$ cat src/rtl/load_store_unit.sv
// +--------------------------------------------------------------------------+
// | load_store_unit: one data-memory access per request, valid/ready port.    |
// | Option macro: MISALIGN_TRAP_EN (trap misaligned H/W instead of masking).  |
// | Revision: 1.0                                                             |
// +--------------------------------------------------------------------------+
`default_nettype none

module load_store_unit #(
  parameter int unsigned TIMEOUT_CYCLES = 16
) (
  input  logic        clk_i,
  input  logic        rst_i,        // active-low, synchronous
  input  logic        req_i,
  input  logic        we_i,
  input  logic [2:0]  funct3_i,
  input  logic [31:0] addr_i,
  input  logic [31:0] wdata_i,
  output logic [31:0] rdata_o,
  output logic        done_o,
  output logic        err_o,
  output logic        busy_o,
  output logic        mem_req_o,
  output logic        mem_we_o,
  output logic [31:0] mem_addr_o,
  output logic [3:0]  mem_be_o,
  output logic [31:0] mem_wdata_o,
  input  logic        mem_ready_i,
  input  logic [31:0] mem_rdata_i
);

  localparam int unsigned CW = $clog2(TIMEOUT_CYCLES) + 1;

  localparam logic [1:0] S_IDLE = 2'd0;
  localparam logic [1:0] S_REQ  = 2'd1;
  localparam logic [1:0] S_DONE = 2'd2;
  localparam logic [1:0] S_ERR  = 2'd3;

  logic [1:0]    state_q, state_d;
  logic [2:0]    f3_q, f3_d;
  logic [1:0]    off_q, off_d;
  logic [CW-1:0] cnt_q, cnt_d;
  logic [CW-1:0] cnt_inc;
  logic          mem_we_q, mem_we_d;
  logic [31:0]   mem_addr_q, mem_addr_d;
  logic [3:0]    mem_be_q, mem_be_d;
  logic [31:0]   mem_wdata_q, mem_wdata_d;
  logic [31:0]   rdata_q, rdata_d;

  logic          illegal;
  logic          misal;
  logic [3:0]    lane_be;
  logic [31:0]   lane_wdata;
  logic [7:0]    ld_byte;
  logic [15:0]   ld_half;
  logic [31:0]   ld_ext;

  assign cnt_inc = cnt_q + CW'(1);

  // Request decode, evaluated against the live inputs while idle
  always_comb begin
    illegal = (funct3_i == 3'b011) || (funct3_i == 3'b110) ||
              (funct3_i == 3'b111) || (we_i && funct3_i[2]);
`ifdef MISALIGN_TRAP_EN
    misal = ((funct3_i[1:0] == 2'b01) && addr_i[0]) ||
            ((funct3_i[1:0] == 2'b10) && (addr_i[1:0] != 2'b00));
`else
    misal = 1'b0;
`endif
    case (funct3_i[1:0])
      2'b00: begin
        lane_be    = 4'b0001 << addr_i[1:0];
        lane_wdata = {4{wdata_i[7:0]}};
      end
      2'b01: begin
        lane_be    = addr_i[1] ? 4'b1100 : 4'b0011;
        lane_wdata = {2{wdata_i[15:0]}};
      end
      default: begin
        lane_be    = 4'b1111;
        lane_wdata = wdata_i;
      end
    endcase
  end

  // Load extraction uses the offset captured at request time
  always_comb begin
    case (off_q)
      2'd0:    ld_byte = mem_rdata_i[7:0];
      2'd1:    ld_byte = mem_rdata_i[15:8];
      2'd2:    ld_byte = mem_rdata_i[23:16];
      default: ld_byte = mem_rdata_i[31:24];
    endcase
    ld_half = off_q[1] ? mem_rdata_i[31:16] : mem_rdata_i[15:0];
    case (f3_q)
      3'b000:  ld_ext = {{24{ld_byte[7]}}, ld_byte};
      3'b001:  ld_ext = {{16{ld_half[15]}}, ld_half};
      3'b100:  ld_ext = {24'd0, ld_byte};
      3'b101:  ld_ext = {16'd0, ld_half};
      default: ld_ext = mem_rdata_i;
    endcase
  end

  always_ff @(posedge clk_i) begin
    if (!rst_i) begin
      state_q <= S_IDLE;
    end else begin
      state_q <= state_d;
    end
  end

  always_comb begin
    state_d = state_q;
    case (state_q)
      S_IDLE: begin
        if (req_i) begin
          state_d = (illegal || misal) ? S_ERR : S_REQ;
        end
      end
      S_REQ: begin
        if (mem_ready_i) begin
          state_d = S_DONE;
        end else if (cnt_inc == CW'(TIMEOUT_CYCLES)) begin
          state_d = S_ERR;
        end
      end
      default: state_d = S_IDLE;
    endcase
  end

  always_comb begin
    done_o    = (state_q == S_DONE);
    err_o     = (state_q == S_ERR);
    busy_o    = (state_q != S_IDLE);
    mem_req_o = (state_q == S_REQ);
  end

  always_comb begin
    f3_d        = f3_q;
    off_d       = off_q;
    cnt_d       = cnt_q;
    mem_we_d    = mem_we_q;
    mem_addr_d  = mem_addr_q;
    mem_be_d    = mem_be_q;
    mem_wdata_d = mem_wdata_q;
    rdata_d     = rdata_q;
    if ((state_q == S_IDLE) && req_i) begin
      f3_d        = funct3_i;
      off_d       = addr_i[1:0];
      cnt_d       = '0;
      mem_we_d    = we_i;
      mem_addr_d  = {addr_i[31:2], 2'b00};
      mem_be_d    = lane_be;
      mem_wdata_d = lane_wdata;
    end
    if (state_q == S_REQ) begin
      cnt_d = cnt_inc;
      if (mem_ready_i && !mem_we_q) begin
        rdata_d = ld_ext;
      end
    end
  end

  always_ff @(posedge clk_i) begin
    if (!rst_i) begin
      f3_q        <= '0;
      off_q       <= '0;
      cnt_q       <= '0;
      mem_we_q    <= 1'b0;
      mem_addr_q  <= '0;
      mem_be_q    <= '0;
      mem_wdata_q <= '0;
      rdata_q     <= '0;
    end else begin
      f3_q        <= f3_d;
      off_q       <= off_d;
      cnt_q       <= cnt_d;
      mem_we_q    <= mem_we_d;
      mem_addr_q  <= mem_addr_d;
      mem_be_q    <= mem_be_d;
      mem_wdata_q <= mem_wdata_d;
      rdata_q     <= rdata_d;
    end
  end

  assign mem_we_o    = mem_we_q;
  assign mem_addr_o  = mem_addr_q;
  assign mem_be_o    = mem_be_q;
  assign mem_wdata_o = mem_wdata_q;
  assign rdata_o     = rdata_q;

endmodule

`default_nettype wire

$ cat config.mk
export PLATFORM = sky130hd
export DESIGN_NAME = load_store_unit
export DESIGN_NICKNAME = d
export VERILOG_FILES = /design/src/rtl/load_store_unit.sv
export SDC_FILE = /design/constraint.sdc
export NUM_CORES = 1
export LEC_CHECK = 0
export ABC_AREA = 1
export CORE_UTILIZATION = 40
export CTS_BUF_LIST = sky130_fd_sc_hd__clkbuf_2
export CTS_CLUSTER_SIZE = 12
export DETAILED_ROUTE_END_ITERATION = 7
export PLACE_DENSITY_LB_ADDON = 0.08
export SLEW_MARGIN = 10
export SYNTH_ARGS = -nofsm -noshare
export SYNTH_HDL_FRONTEND = slang
export SYNTH_SLANG_ARGS = --single-unit
$ cat constraint.sdc
create_clock -name clk_i -period 1.3 [get_ports clk_i]
set_clock_uncertainty 0.15 [all_clocks]
set_input_delay 0.26 -clock clk_i [delete_from_list [all_inputs] [get_ports clk_i]]
set_output_delay 0.26 -clock clk_i [all_outputs]
set_load 0.1 [all_outputs]
Word-level counts from Yosys, hierarchy flattened
Index checks and enable logic that the tools add are counted.
- output and inout port bits: 105
- logic and storage cells: 54
- bits in registers: 111
- input bits: 104
- mux-type cells: 13
- $add $sub $neg: 1
- eq/ne operators: 15
- reductions and logical operators: 15
- shifts and indexed selects: 1
- operators with widths (cell ; count):
    $pmux 32 s4 ; 1
    $pmux 32 s2 ; 1
    $pmux 8 s3 ; 1
    $mux 16 ; 1
    $eq 3x3->1 const B ; 4
    $mux 5 ; 2
    $mux 2 ; 4
    $pmux 4 s2 ; 1
    $eq 2x1->1 const B ; 3
    $eq 2x2->1 const B ; 3
    $logic_not 2->1 ; 3
    $add 5x1->5 const B ; 1
    $eq 5x5->1 const B ; 1
    $mux 4 ; 1
    $pmux 2 s2 ; 1
    $reduce_and 2->1 ; 2
    $reduce_bool 2->1 ; 2
    $shl 1x2->4 const A ; 1
    $eq 3x1->1 const B ; 1
    $eq 3x2->1 const B ; 1
    $logic_and 1x1->1 ; 3
    $logic_not 3->1 ; 1
    $logic_or 1x1->1 ; 3
    $ne 3x1->1 const B ; 1
    other kinds (2) ; 2

Depth between registers and ports, before layout
- depth in word-level cells: 7
- gate-level depth with buffers: 10
- gate-level depth less buffers: 8

Worst setup path after synthesis
No wires, ideal clock.
- kind: register to output
- from: register state_q[1]
- to: output done_o
- path slack: -0.834 ns
- cell stages (with the launch flop): 3
- path buffers: 0
- arrival time: 1.724 ns
- path through: dfxtp_1 inv_1 nor2_1
- cells in the longest elaborated chain, start to end: 1
- ends and longest elaborated chain (what ; RTL line ; text):
    start, declared ; 38 ; logic [1:0] state_q, state_d;
    start signal, assigned ; 107 ; state_q <= state_d;
    $eq 2x2->1 ; 131 ; done_o = (state_q == S_DONE);
    end, declared ; 19 ; output logic done_o,
Every way passes these cells.

Final worst setup path
- from: register state_q[1]
- to: output mem_req_o
- cells in the longest elaborated chain, start to end: 1
- ends and longest elaborated chain (what ; RTL line ; text):
    $eq 2x1->1 ; 134 ; mem_req_o = (state_q == S_REQ);
    end, declared ; 22 ; output logic mem_req_o,
Every way passes these cells.

==> impl_results.md <==
* Root buffer cell: clkbuf_2
* # clock sinks at 111
* Cells after synthesis at 718
* First-pass DRT Iterations at 5
* CTS Buf Count at 9
* Final min period at 1950 ps
* Syn_area_per_cell at 6.94 sq um
* M3 GR Usage at 0.0664
* Final Hold Fails at 0
* Worst-case clock buffer depth at 2
* # DRC at 0
* Largest area contributor in the netlist: dfxtp_1
* WS Path Type: reg -> out
* Initial antenna violation count at 0
* Hold Startpoint: addr_i[25]
* Commonest non-fill, non-tap cell in the layout: nand2_1
* Flop2flop setup slack at -470 ps
* Slew of the pin with the lowest slew margin at 575 ps
* Initial DRC Count at 491
* DRT antenna net count at 0
* Final Hold Slack at 39.5 ps
* Synth Register Bits at 111
* Asr flop ratio synth at 0
* CP arrival at 1540 ps
* Crit start category: flop
* Clock insertion delay at the later pin of the skew report at 620 ps
* Global-route met1 utilization at 0.322
* Max frequency at 512 MHz
* Max Slew Vio Count at 0
* Worst Hold Endpoint: mem_addr_o[25]
* Yosys cell types at 32
* Buffers on Ports at 206
* Hold path depth at 3
* Worst setup margin at -652 ps
* Vias in the first global route at 5,942
* Failing checks: negative setup slack
* LEAKAGE at 4.40 nW
* Placer Congestion at 0.930
* First-pass GRT wire length at 29.0 mm
* Max Cap Viol at 0
* GRT Overall Usage at 0.287
* Clock slew at reported path FFs at 300 ps
* PwrDens at 1260 mW/mm^2
* CTS tree: built
* Area grow syn2layout at 106%
* H-tree Lvls at 3
* Global route overflow at 0
* Required time of the worst setup path at 890 ps
* Top post-synthesis cells by area: dfxtp_1, o21ai_0, nand2_1
* Status: finished with violations
* Die H at 114 um
* Antenna diode count at 0
* Post-synth top flop: dfxtp_1
* Hpwl dp at 13.1 mm
* Core area at 0.0121 sq mm
* Initial Util at 0.413
* Hold Crit Class: in -> reg
* Total Routed Length at 19.5 mm
* Die footprint at 0.0129 sq mm
* CP Capture Type: primary output
* IO Count at 209
* Mean number of vias per cell at 5.12
* Synth Cell Area at 0.00498 sq mm
* Most frequent cells in the layout: nand2_1, buf_12, clkdlybuf4s50_1
* Finished Core Util at 0.852
* Placement row count at 40
* Tcrit/Tclk final at 1.50
* Share of cells above drive strength 1 at 0.418
* Crit Reg-Reg Endpoint: rdata_o[19]
* Reg2reg path depth at 11
* Yosys warning count at 0
* GR met2 Demand/Resource at 0.509
* WL per Instance at 16.3 um
* Post-synth EDFFs at 0
* Final setup fails at 214
* RSZ-0062 raised after global routing: true
* Worst R2R Start: state_q[1]
* Largest net degree at the start of global routing at 44
* Top cell type's share of synthesized area at 0.446
* Via count at 6,145
* Die X at 114 um
* Layout Nets at 1,133
* Seq/Total Area, Yosys at 0.446
* CP max FO at 3
* Pwr Total at 13.0 mW
* Busiest metal layer after global routing: met2
* VDD IR max at 0.000931 V
* Rel. slew slack at 0.615
-- metrics by stage --
| step | std cells | TNS, ps | setup WS, ps | area (sq um) |
|---|---|---|---|---|
| final | 1201 | -64390 | -652 | 10300 |
| after global routing | 1201 | -79790 | -762 | 10300 |
| after floorplan | 719 | -28040 | -602 | 5120 |
| after global placement | 1126 | -48520 | -549 | 8880 |
| after detailed placement | 1126 | -53440 | -640 | 8880 |
| after CTS | 1178 | -66240 | -717 | 9590 |
-- logic make-up (layout without fill, tap and decap cells) --
| kind of cell | Yosys count | in the layout | share of synthesized area |
|---|---|---|---|
| DFF | 111 | 111 | 0.446 |
| adders and majority gates | 1 | 1 | 0.00251 |
| AOI/OAI and AO/OA | 182 | 182 | 0.192 |
| xor gates and xnor gates | 2 | 2 | 0.00352 |
| and+or+nand+nor | 309 | 309 | 0.256 |
| other | 1 | 2 | 0.000753 |
| buffers and inverters | 112 | 426 | 0.0997 |
-- where the power goes --
group	switching, mW	internal [mW]
Sequential	0.441	3.85
Combinational	4.27	2.94
Clock	1.20	0.275
Total	5.91	7.06
-- what timing repair did --
item / in CTS / in global routing
hold endpoints to repair: 94 / 4
resized for setup: 67 / 161
hold buffers: 16 / 4
pin swaps: 11 / 25
endpoints found under the setup margin: 214 / 214
cloned: 5 / 4
setup buffers: 15 / 17
-- state kept, by name (all words and copies together), names as in the netlist --
register / cells
mem_we_o: 1
mem_wdata_o: 32
off_q: 2
f3_q: 3
mem_addr_o: 30
mem_be_o: 4
cnt_q: 5
state_q: 2
rdata_o: 32
-- layout make-up --
type                    count  area [sq um]
repair inverters            2          20.0
clock inverters             6          42.5
repair buffers            339          4560
flip-flops and latches    111          2440
clock buffers              10          50.0
inverters                  69           299
fillers                   676          1780
well taps                 168           210
multi-input cells         496          2660
-- worst max path at each step --
stage | from | end | slack (ps) | cells past startpoint
finish | state_q[1] | mem_req_o | -650 | 4
global route | state_q[1] | mem_req_o | -760 | 4
CTS | state_q[1] | mem_req_o | -720 | 4
detailed placement | mem_ready_i | rdata_o[8] | -640 | 10
global placement | funct3_i[1] | mem_wdata_o[29] | -550 | 6
floorplan | state_q[0] | rdata_o[22] | -600 | 10
-- worst max-delay path, cell delays in order (launching register included) --
cell,delay [ps]
dfxtp_4,430
buf_6,120
nor2_4,90
buf_6,120
buf_12,160
-- cells in the mapped netlist (2+ instances only) --
library cell  number
nand2_4            2
nand2_1          137
inv_2              5
clkbuf_1          18
o211ai_1           8
nand4_1            8
buf_6              6
buf_4              4
o21a_1             2
nor2_2             2
clkbuf_2           2
o21ai_1           11
nand3_1           32
a21oi_1           44
inv_1             63
buf_2             10
o21ai_0          105
buf_1              3
nor2_4             3
a31oi_1           10
nor2_1           122
dfxtp_1          111
-- metal layers --
layer  vias to the layer above  share of wire
li1                       2952              -
met1                      2847           0.38
met2                       282           0.51
met3                        64          0.071
met4                         0          0.040
met5                         -              0
(Power assumes the default switching activity.)
